**src/rtl/multi_edge_detector.sv**
```systemverilog
// Multi-channel edge detector: per-channel synchronizer, debounce filter,
// mode-qualified one-cycle edge pulse, sticky flag and saturating event counter.
module multi_edge_detector #(
   parameter int unsigned CH          = 4,
   parameter int unsigned SYNC_STAGES = 2,
   parameter int unsigned DEB_CYC     = 3,
   parameter int unsigned CNT_W       = 8,
   localparam int unsigned SEL_W      = (CH > 1) ? $clog2(CH) : 1
) (
   input  logic                 clk,
   input  logic                 rst,
   input  logic [CH-1:0]        sig_in,
   input  logic [2*CH-1:0]      mode,
   input  logic [CH-1:0]        clr,
   input  logic [SEL_W-1:0]     cnt_sel,
   output logic [CH-1:0]        level_out,
   output logic [CH-1:0]        pulse_out,
   output logic [CH-1:0]        sticky,
   output logic                 any_event,
   output logic [CNT_W-1:0]     cnt_out
);

   localparam int unsigned DEB_W = (DEB_CYC > 0) ? $clog2(DEB_CYC + 1) : 1;

   logic [CH-1:0]    sync_q [SYNC_STAGES];
   logic [DEB_W-1:0] deb_q  [CH];
   logic [CNT_W-1:0] cnt_q  [CH];

   logic [CH-1:0]    sync_c;
   logic [CH-1:0]    diff_c;
   logic [CH-1:0]    upd_c;
   logic [CH-1:0]    qual_c;

   // Synchronizer chain; the last stage is the channel's sampled value
   always_ff @(posedge clk) begin
      if (rst) begin
         for (int s = 0; s < int'(SYNC_STAGES); s++) sync_q[s] <= '0;
      end else begin
         sync_q[0] <= sig_in;
         for (int s = 1; s < int'(SYNC_STAGES); s++) sync_q[s] <= sync_q[s-1];
      end
   end

   // Update detection and mode qualification, sampled at the update edge
   always_comb begin
      sync_c = sync_q[SYNC_STAGES-1];
      diff_c = '0;
      upd_c  = '0;
      qual_c = '0;
      for (int i = 0; i < int'(CH); i++) begin
         diff_c[i] = sync_c[i] ^ level_out[i];
         upd_c[i]  = diff_c[i] && (deb_q[i] == DEB_W'(DEB_CYC));
         qual_c[i] = upd_c[i] && ((sync_c[i] && mode[2*i]) || (!sync_c[i] && mode[2*i+1]));
      end
   end

   // Debounce counters and filtered level
   always_ff @(posedge clk) begin
      if (rst) begin
         level_out <= '0;
         for (int i = 0; i < int'(CH); i++) deb_q[i] <= '0;
      end else begin
         for (int i = 0; i < int'(CH); i++) begin
            if (!diff_c[i]) begin
               deb_q[i] <= '0;
            end else if (upd_c[i]) begin
               deb_q[i]     <= '0;
               level_out[i] <= sync_c[i];
            end else begin
               deb_q[i] <= deb_q[i] + DEB_W'(1);
            end
         end
      end
   end

   // Qualified-edge pulse, aligned with the level update
   always_ff @(posedge clk) begin
      if (rst) pulse_out <= '0;
      else     pulse_out <= qual_c;
   end

   // Sticky flags: an event in the same cycle as clr wins
   always_ff @(posedge clk) begin
      if (rst) sticky <= '0;
      else     sticky <= qual_c | (sticky & ~clr);
   end

   // Saturating event counters; clr together with an event leaves a count of one
   always_ff @(posedge clk) begin
      if (rst) begin
         for (int i = 0; i < int'(CH); i++) cnt_q[i] <= '0;
      end else begin
         for (int i = 0; i < int'(CH); i++) begin
            if (clr[i])
               cnt_q[i] <= qual_c[i] ? CNT_W'(1) : '0;
            else if (qual_c[i] && (cnt_q[i] != {CNT_W{1'b1}}))
               cnt_q[i] <= cnt_q[i] + CNT_W'(1);
         end
      end
   end

   // Combinational summary outputs
   always_comb begin
      any_event = |pulse_out;
      cnt_out   = '0;
      if (32'(cnt_sel) < CH) cnt_out = cnt_q[cnt_sel];
   end

endmodule

```
**config.mk**
```make
export PLATFORM = sky130hd
export DESIGN_NAME = multi_edge_detector
export DESIGN_NICKNAME = d
export VERILOG_FILES = /design/src/rtl/multi_edge_detector.sv
export SDC_FILE = /design/constraint.sdc
export NUM_CORES = 1
export LEC_CHECK = 0
export BUFFER_PORTS_ARGS = -buffer_cell sky130_fd_sc_hd__buf_2
export CORE_MARGIN = 5
export CORE_UTILIZATION = 35
export DETAILED_ROUTE_END_ITERATION = 12
export PLACE_DENSITY = 0.58
export SKIP_CTS_REPAIR_TIMING = 1
export SKIP_LAST_GASP = 1
export SLEW_MARGIN = 20
export SYNTH_ARGS = -nofsm -noshare
export SYNTH_HDL_FRONTEND = slang
export SYNTH_SLANG_ARGS = --single-unit
```
**constraint.sdc**
```tcl
create_clock -name clk -period 2.4 [get_ports clk]
set_clock_uncertainty 0.15 [all_clocks]
set_input_delay 0.12 -clock clk [delete_from_list [all_inputs] [get_ports clk]]
set_output_delay 0.12 -clock clk [all_outputs]
set_load 0.02 [all_outputs]
```
---- Yosys cells after proc, flatten, opt, wreduce, memory -nomap -nowiden ----
Memories as Yosys holds them, arrays and structs flattened.
Cells that the tools add are included.
word-level totals
  register bits after elaboration ......... 12
  RAM bits ................................ 48
  bits of input ports ..................... 20
  output and inout port bits .............. 21
  word-level logic and storage cells ...... 188
  memories ................................ 3
operators by class
  add/subtract/negate cells ............... 8
  eq/ne operators ......................... 8
  muxes and demuxes ....................... 101
  bitwise operators ....................... 29
  reduce and logical (&&, ||, !) cells .... 33
memory list
  name    depth  width  read ports  clocked after Yosys merged registers in  wr ports  line  text
  cnt_q   4      8      5           0                                        4         27    logic [CNT_W-1:0] cnt_q [CH];
  deb_q   4      2      4           0                                        4         26    logic [DEB_W-1:0] deb_q [CH];
  sync_q  2      4      2           0                                        2         25    logic [CH-1:0] sync_q [SYNC_STAGES];
operator list
  kind                                         count
  2-to-1 mux 1 bit                             79
  2-to-1 mux 8 bit                             8
  adder 8 x 1 -> 8 bit, second input constant  4
  != test 8 bit, second input constant         4
  2-to-1 mux 2 bit                             12
  bitwise OR 1 bit                             22
  logical AND 1 bit                            20
  adder 2 x 1 -> 2 bit, second input constant  4
  equality test 2 bit, second input constant   4
  2-to-1 mux 4 bit                             2
  AND reduction 2 bit                          4
  bitwise AND 4 bit                            1
  logical NOT 1 bit                            4
  logical OR 1 bit                             4
  inverter 4 bit                               1
  bitwise OR 4 bit                             1
  OR reduction 4 bit                           1
  XOR 1 bit                                    4

---- Logic depth before layout (Yosys ltp) ----
Gate-level depths: netlist of the first run.
  word-level depth ........................ 10
  gate-level depth with buffers ........... 4
  mapped depth without buffers ............ 4

---- Worst setup path after synthesis of the first run ----
OpenSTA, ideal clock, no wires.
  kind .................................... reg2reg
  start point ............................. memory cnt_q[2][0]
  end point ............................... memory cnt_q[2][0] (enable)
  setup time .............................. 0.384 ns
  arrival ................................. 1.579 ns
  data required time ...................... 1.866 ns
  path slack .............................. 0.287 ns
  stages on the path, launching flop included .. 5
  cell sequence ........................... edfxtp_1 > ha_1 > nand3_1 > nor2_1 > o21ai_0
RTL lines
  item             line
  start, declared  27

==> results.md, run 1 <==
- The run finished, with violations left.
- The checks that failed: hold timing.
- The largest single stage delay on the critical path is 0.61 ns.
- The count of maximum capacitance violations is 0.
- The maximum root-to-sink buffer count is 2.
- The number of iterations in the first detailed-routing pass is 4.
- The final number of hold-violating endpoints is 1.
- The launch point of the worst path is cnt_q[2][0].
- The maximum fanout along the worst path is 8.
- The worst relative slew slack is 48.96%.
- The detailed-route wire length is 6697 um.
- On the final layout, the worst hold slack is -0.04178 ns.
- Routability-driven placement finished with a final weighted congestion of 0.7726.
- The power density relative to cell area is 601.5 nW/um^2.
- The number of antenna violations at the first check in global routing is 0.
- The diode insertion count for antenna repair is 0.
- Summing all non-filler instances in the final layout gives an area of 3671 um^2.
- The TritonCTS clock tree is done.
- Yosys mapped a number of flops with a built-in enable equal to 40.
- The post-placement cell area is 3417 um^2.
- The floorplan step set the die height to 102.9 um.
- In the final design database the tool counted 358 nets.
- 41 I/O pins were placed.
- The tree is rooted in a sky130_fd_sc_hd__clkbuf_8.
- In this run the tool buffered the top-level ports with 40 buffer cells.
- The wire length of the first global-routing pass is 10780 um.
- The commonest register cell after synthesis is sky130_fd_sc_hd__edfxtp_1.
- A synthesized cell averages 11.53 um^2.
- The worst reg-to-reg setup slack is 0.39 ns.
- For this block, the via count after detailed routing is 2294.
- The kind of critical path is register to register.
- The source-to-sink clock delay at the later pin of the worst-skew pair is 0.33 ns.
- The number of clock buffers added by TritonCTS is 9.
- The die is 102.9 um wide.
- The count of final max-slew check failures came to 0.
- At the worst endpoint, the required time is 2.21 ns.
- Compared with the post-synthesis result, the final layout area differs by 21.49%.
- In this run, synthesis produced a sequential element count of 60.
- The residual antenna-violating net count after detailed routing is 0.
- In this run the critical register-to-register path is launched from cnt_q[2][0].
- The total global routing track utilization is 13.41%.
- For the pin with the worst max-slew slack, the measured transition is 0.7604 ns.
- The number of distinct library cells after synthesis is 43.
- Among all stages on the critical path, the largest delay is contributed by sky130_fd_sc_hd__o21ai_1.
- The detail-routed net length per standard cell is 15.22 um.
- The kind of cell with the highest combined delay along the critical path is compound AO/OA/AOI/OAI gates.
- The worst setup path is captured at a register.
- Summing the sequential cell areas from Yosys gives 53.00% of the chip area.
- The post-synth design cell area is 3022 um^2.
- The maximum resistive drop on vdd is 0.0003470 V.
- The depth of the worst register-to-register path is 4.
- The routed design could run at a clock period as short as 2.012 ns.
- The count of mapped cells out of synthesis is 262.
- The maximum level of the CTS H-tree is 3.
- The via count of the first global-routing pass was 2211.
- The maximum number of pins on one net before global-route repair is 21.
- The path class of the tightest hold or removal check is primary input to register.
- The final count of negative-setup-slack endpoints is 0.
- The standard-cell row count is 33.
- The vias per cell is 5.214.
- The HPWL after detailed placement is 4998 um.
- The destination of the critical timing path is cnt_q[2][7].
- The data arrival time of the critical path is 1.82 ns.
- For the final routed database, the setup TNS stands at 0 ns.
- The floorplan step defined a core boundary enclosing 8299 um^2.
- After synthesis, the share of flip-flops with an asynchronous set or reset is 0%.
- The final clock period utilization by the worst path is 83.83%.
- The startpoint class of the critical path is a register.
- Setup repair after global routing left no endpoint under its margin.
- The layout has 780 filler cells.
- The number of logic stages on the critical path including buffering is 4.
- The critical path goes through ha_1, nand3_1, nor2_1, o21ai_1.
- The number of warnings printed during yosys synthesis is 0.
- In this run the critical register-to-register path is captured at cnt_q[2][7].
- The starting DRC count in detailed routing is 109.
- Counting both buffers and inverters, the worst setup path holds a total of 0.
- After clock tree synthesis, the clock-pin slew on the worst setup and hold paths is 0.07 ns.
- The effective utilization at floorplan is 36.41%.
- Once routing completed, OpenROAD measured the worst setup slack at 0.3881 ns.
- The layout cell share with drive strength beyond 1 is 23.28%.
- The setup slack after placement is 0.05698 ns.
- The overall die area is 10590 um^2.
- The final core area utilization is 44.23%.
- The clock net in this run drives a total of 60 sinks.
- The analysis attributes to cell leakage a power of 1.407 nW.
- The count of unresolved DRC violations after routing is 0.
- The total area of sequential cells is 1602 um^2.
- The total congestion overflow is 0.
- The upper clock frequency limit is 497.0 MHz.
- The multi-input combinational cells in the finished layout cover a total of 1401 um^2.
==> Yosys cell counts, drive strengths merged (8+ instances only) <==
| master | n | area share [%] |
|---|---|---|
| ha | 8 | 3.3 |
| xor2 | 9 | 2.6 |
| o21ai | 14 | 2.3 |
| edfxtp | 40 | 40 |
| or3 | 14 | 2.9 |
| xnor2 | 8 | 2.3 |
| mux4 | 8 | 6.1 |
| nand3 | 17 | 3.3 |
| nand2 | 16 | 2.0 |
| dfxtp | 20 | 13 |
| nor2 | 28 | 3.5 |
| a21oi | 8 | 1.3 |
| nor2b | 8 | 1.7 |
==> sequential cells by signal, indices dropped and copies added, names as in the netlist <==
| signal | cells |
|---|---|
| cnt_q | 32 |
| deb_q | 8 |
| level_out | 4 |
| pulse_out | 4 |
| sticky | 4 |
| sync_q | 8 |
==> layout make-up <==
| cell class | instances | share of cell area [%] |
|---|---|---|
| Multi-Input combinational cell | 198 | 38.17 |
| Clock inverter | 5 | 1.431 |
| Tap cell | 105 | 3.579 |
| Inverter | 6 | 0.6135 |
| Sequential cell | 60 | 43.63 |
| Clock buffer | 11 | 3.579 |
| Timing Repair Buffer | 55 | 8.998 |
==> worst min-delay path by stage <==
stage / from / to / slack [ns] / cells past startpoint
4_1_cts: sig_in[3] / sync_q[0][3] / -0.17 / 2
6_report: clr[1] / sticky[1] / -0.04 / 4
3_3_place_gp: sig_in[1] / sync_q[0][1] / 0.19 / 2
5_1_grt: clr[1] / sticky[1] / 0.006 / 4
3_5_place_dp: sig_in[2] / sync_q[0][2] / 0.19 / 2
2_1_floorplan: sig_in[0] / sync_q[0][0] / 0.1 / 1
==> worst register-to-register path, cell delays in order (launching register included) <==
cell and delay, ns:
sky130_fd_sc_hd__edfxtp_1 0.44, sky130_fd_sc_hd__ha_1 0.26, sky130_fd_sc_hd__nand3_1 0.11, sky130_fd_sc_hd__nor2_1 0.07
sky130_fd_sc_hd__o21ai_1 0.61
==> cell families after synthesis <==
logic type                 after synthesis  synth area share (%)
buffers and inverters                   11                 1.491
muxes                                   13                 7.909
xor gates and xnor gates                17                 4.928
other                                    1                0.1241
and+or+nand+nor                        112                 20.62
AOI/OAI and AO/OA                       40                 8.613
adders and majority gates                8                 3.313
DFF                                     60                 53.00
==> report_power, final <==
group          internal, mW  switching (mW)  total [mW]
Combinational        0.0785          0.0841       0.163
Sequential             1.14          0.0425        1.18
Clock                 0.475           0.390       0.865
Total                  1.69           0.517        2.21
==> metrics by stage <==
| step | total power, mW | hold WS, ns | instances |
|---|---|---|---|
| 2_1_floorplan | 1.294 | 0.09818 | 269 |
| 3_3_place_gp | 1.354 | 0.1851 | 417 |
| 3_5_place_dp | 1.358 | 0.1897 | 417 |
| 4_1_cts | 2.230 | -0.1685 | 433 |
| 5_1_grt | 2.311 | 0.006174 | 440 |
| 6_report | 2.208 | -0.04178 | 440 |
==> metal layers <==
layer  vias up  wire [um]  track usage, %
met5         -          0               0
met4         0        147           6.673
li1       1120          -               -
met1      1106       3204           18.29
met3        11        387           3.248
met2        57       2958           19.88
==> layout by cell type (no fill, tap or decap), types with 4 or more instances in the layout <==
cell,count
sky130_fd_sc_hd__edfxtp_1,40
sky130_fd_sc_hd__and4b_1,6
sky130_fd_sc_hd__or3_1,14
sky130_fd_sc_hd__inv_1,6
sky130_fd_sc_hd__ha_1,8
sky130_fd_sc_hd__a211oi_1,4
sky130_fd_sc_hd__nand2_1,16
sky130_fd_sc_hd__a21oi_1,8
sky130_fd_sc_hd__mux2i_1,4
sky130_fd_sc_hd__xor2_1,9
sky130_fd_sc_hd__mux4_2,7
sky130_fd_sc_hd__nor3_1,7
sky130_fd_sc_hd__dlygate4sd3_1,7
sky130_fd_sc_hd__nor3b_1,4
sky130_fd_sc_hd__o21ai_1,4
sky130_fd_sc_hd__dfxtp_1,20
sky130_fd_sc_hd__conb_1,8
sky130_fd_sc_hd__nor2b_1,8
sky130_fd_sc_hd__nor2_1,28
sky130_fd_sc_hd__clkbuf_8,9
sky130_fd_sc_hd__o21ai_0,10
sky130_fd_sc_hd__buf_4,8
sky130_fd_sc_hd__xnor2_1,8
sky130_fd_sc_hd__buf_2,40
sky130_fd_sc_hd__nand4_1,4
sky130_fd_sc_hd__nand3_1,14
Power figures use the tool's default switching activity.
==> inputs of run 2 (changes only) <==
clock period = 1.9 ns   (was 2.4 ns; I/O delays follow)
==> run 2 against run 1 <==
The flow now finishes without violations. Power grew 29%. Via count increased by 1.2%. Sequential power is 25% higher. Critical endpoint is now cnt_out[2].
==> results.md, run 2 (synthesized netlist as in run 1, its figures left out) <==
- The flow ran to the end, and the final reports show no timing, DRC or antenna violations.
- After the first detailed-routing iteration, the DRC count stood at 78.
- The number of clock sinks is 60.
- In this run the critical register-to-register path is captured at cnt_q[3][4].
- Including well taps, the total number of placed cells is 432.
- For this run, global-route usage on met1 was measured as 17.83%.
- The upper clock frequency limit is 555.0 MHz.
- IR analysis of the VDD net gives a maximum drop of 0.0004885 V.
- Cells with a size suffix above 1 make up 26.99% of the layout.
- The count of unresolved DRC violations after routing is 0.
- The launch point of the worst path is cnt_q[0][2].
- At the worst endpoint, the arrival time is 1.56 ns.
- The final net count is 375.
- The largest register by flop count is cnt_q.
- Setup repair after global routing left no endpoint under its margin.
- The non-filler instance count after layout is 457.
- In this run the core area contains 33 standard-cell rows.
- In the layout the commonest cells are sky130_fd_sc_hd__edfxtp_1 (40), sky130_fd_sc_hd__buf_2 (40), sky130_fd_sc_hd__nor2_1 (28), sky130_fd_sc_hd__buf_4 (23), sky130_fd_sc_hd__dfxtp_1 (20).
- The flip-flop count of the largest register after layout is 32.
- Setup total negative slack on the finished layout was measured at 0 ns.
- The count of maximum capacitance violations is 0.
- The largest registers in the layout are cnt_q x32, deb_q x8, sync_q x8.
- The residual antenna-violating net count after detailed routing is 0.
- TritonCTS built the clock tree.
- The estimated wirelength of the detail-placed design is 4965 um.
- The startpoint identified for the worst register-to-register timing path is sync_q[0][7].
- The slowest stage of the critical path is the sky130_fd_sc_hd__mux4_1 cell.
- The die covers 10590 um^2.
- The final number of hold-violating endpoints came to 0.
- The post-placement cell area is 3530 um^2.
- The first global-routing pass estimated 10670 um of wire.
- The later pin in the worst-skew pair is clocked with a latency of 0.34 ns.
- The maximum number of pins on one net before global-route repair is 30.
- The number of antenna violations at the first check in global routing is 0.
- The detail-routed net length per standard cell is 14.03 um.
- The final weighted congestion in routability-driven placement is 0.8208.
- The depth of the worst register-to-register path is 3.
- The class of the tightest hold or removal check is primary input to register.
- The final count of negative-setup-slack endpoints is 0.
- Global routing consumed, on the met2 layer, 19.83% of the routing resources.
- The critical path goes through mux4_1, buf_2.
- By startpoint and endpoint, the worst setup path is classified as register to output port.
- The number of clock buffers added by TritonCTS is 9.
- Pin placement for this block handled 41 I/O pins.
- The total congestion overflow is 0.
- The most utilized layer in the global route result is met2.
- The worst path uses 94.83% of the clock period.
- The routed design has 6411 um of wire.
- The maximum level of the CTS H-tree is 3.
- The met3 usage is 4.398%.
- The worst setup path is captured at an output port.
- The clock root buffer is sky130_fd_sc_hd__clkbuf_8.
- From left edge to right edge, the die measures 102.9 um.
- The count of port buffers added during placement is 40.
- The routed layout has 2321 vias.
- Dividing total power by cell area gives a power density of 748.3 nW/um^2.
- The repair_antennas step left the layout with diodes totalling 0.
- The first detailed-routing pass ran for 4 iterations.
- The data required time of the worst path is 1.65 ns.
- Clock-pin slew was measured on the worst setup and hold paths at 0.07 ns.
- The analysis attributes to cell leakage a power of 1.494 nW.
- The worst setup path is launched from a register.
- On the final layout, the worst hold slack is 0.1152 ns.
- The vias per cell is 5.079.
- The region available for standard cell placement spans 8299 um^2.
- The worst reg-to-reg setup slack is 0.12 ns.
- The via count of the first global-routing pass is 2246.
- The time the worst path needs with I/O delays and setup is 1.802 ns.
- Global routing consumed, over all layers together, 13.17% of the routing resources.
- The maximum fanout along the worst path is 6.
- The die is 102.9 um tall.
- In this run the deepest clock path goes through 2 buffers.
- Once the floorplan was initialized, standard cells occupied 36.41% of the core.
- Relative to the synthesized area, the layout overhead comes to 26.38%.
- The count of final max-slew check failures is 0.
- The post-layout instance area is 3819 um^2.
- In this run the worst setup path terminates at cnt_out[2].
- In this design, the stage delay of the slowest critical-path cell is 0.53 ns.
[run 2: area by class of cell]
cell class	instances	area [um^2]
clock buffers	9	123.9
clock inverters	7	75.07
fillers	778	4481
inverters	6	22.52
multi-input cells	198	1401
flip-flops and latches	60	1602
well taps	105	131.4
repair buffers	72	462.9
[run 2: worst max-delay path, delay by kind of cell, from the launching register on]
family,cells,cell delay [ns]
flip-flops,1,0.51
multiplexers,1,0.53
buffers and inverters,1,0.18
[run 2: per-layer routing]
layer | routed length, um | up-vias
met2 | 2884 | 46
met3 | 354 | 8
met4 | 73 | 0
li1 | - | 1160
met5 | 0 | -
met1 | 3099 | 1107
[run 2: worst min-delay path by stage]
stage / startpoint / endpoint / slack (ns) / cells after the start
after CTS: sig_in[0] / sync_q[0][0] / -0.20 / 2
after floorplan: sig_in[0] / sync_q[0][0] / 0.07 / 1
after global placement: sig_in[0] / sync_q[0][0] / 0.15 / 2
after global routing: mode[6] / pulse_out[3] / 0.11 / 3
final: mode[6] / pulse_out[3] / 0.12 / 3
after detailed placement: sig_in[0] / sync_q[0][0] / 0.16 / 2
[run 2: through the flow]
step	power, mW	setup WS [ns]	utilization, %
detailed placement	1.726	0.1136	42.53
global placement	1.721	0.1407	42.53
global route	2.984	0.01375	46.01
CTS	2.877	0.07450	44.93
finish	2.858	0.09818	46.01
floorplan	1.634	0.007696	-
[run 2: power by group]
part / total, mW / leakage [nW] / internal [mW] / switching [mW]
clock network: 1.15 / 0.100 / 0.612 / 0.536
registers: 1.48 / 0.602 / 1.44 / 0.0460
logic: 0.226 / 0.791 / 0.113 / 0.114
total: 2.86 / 1.49 / 2.16 / 0.696
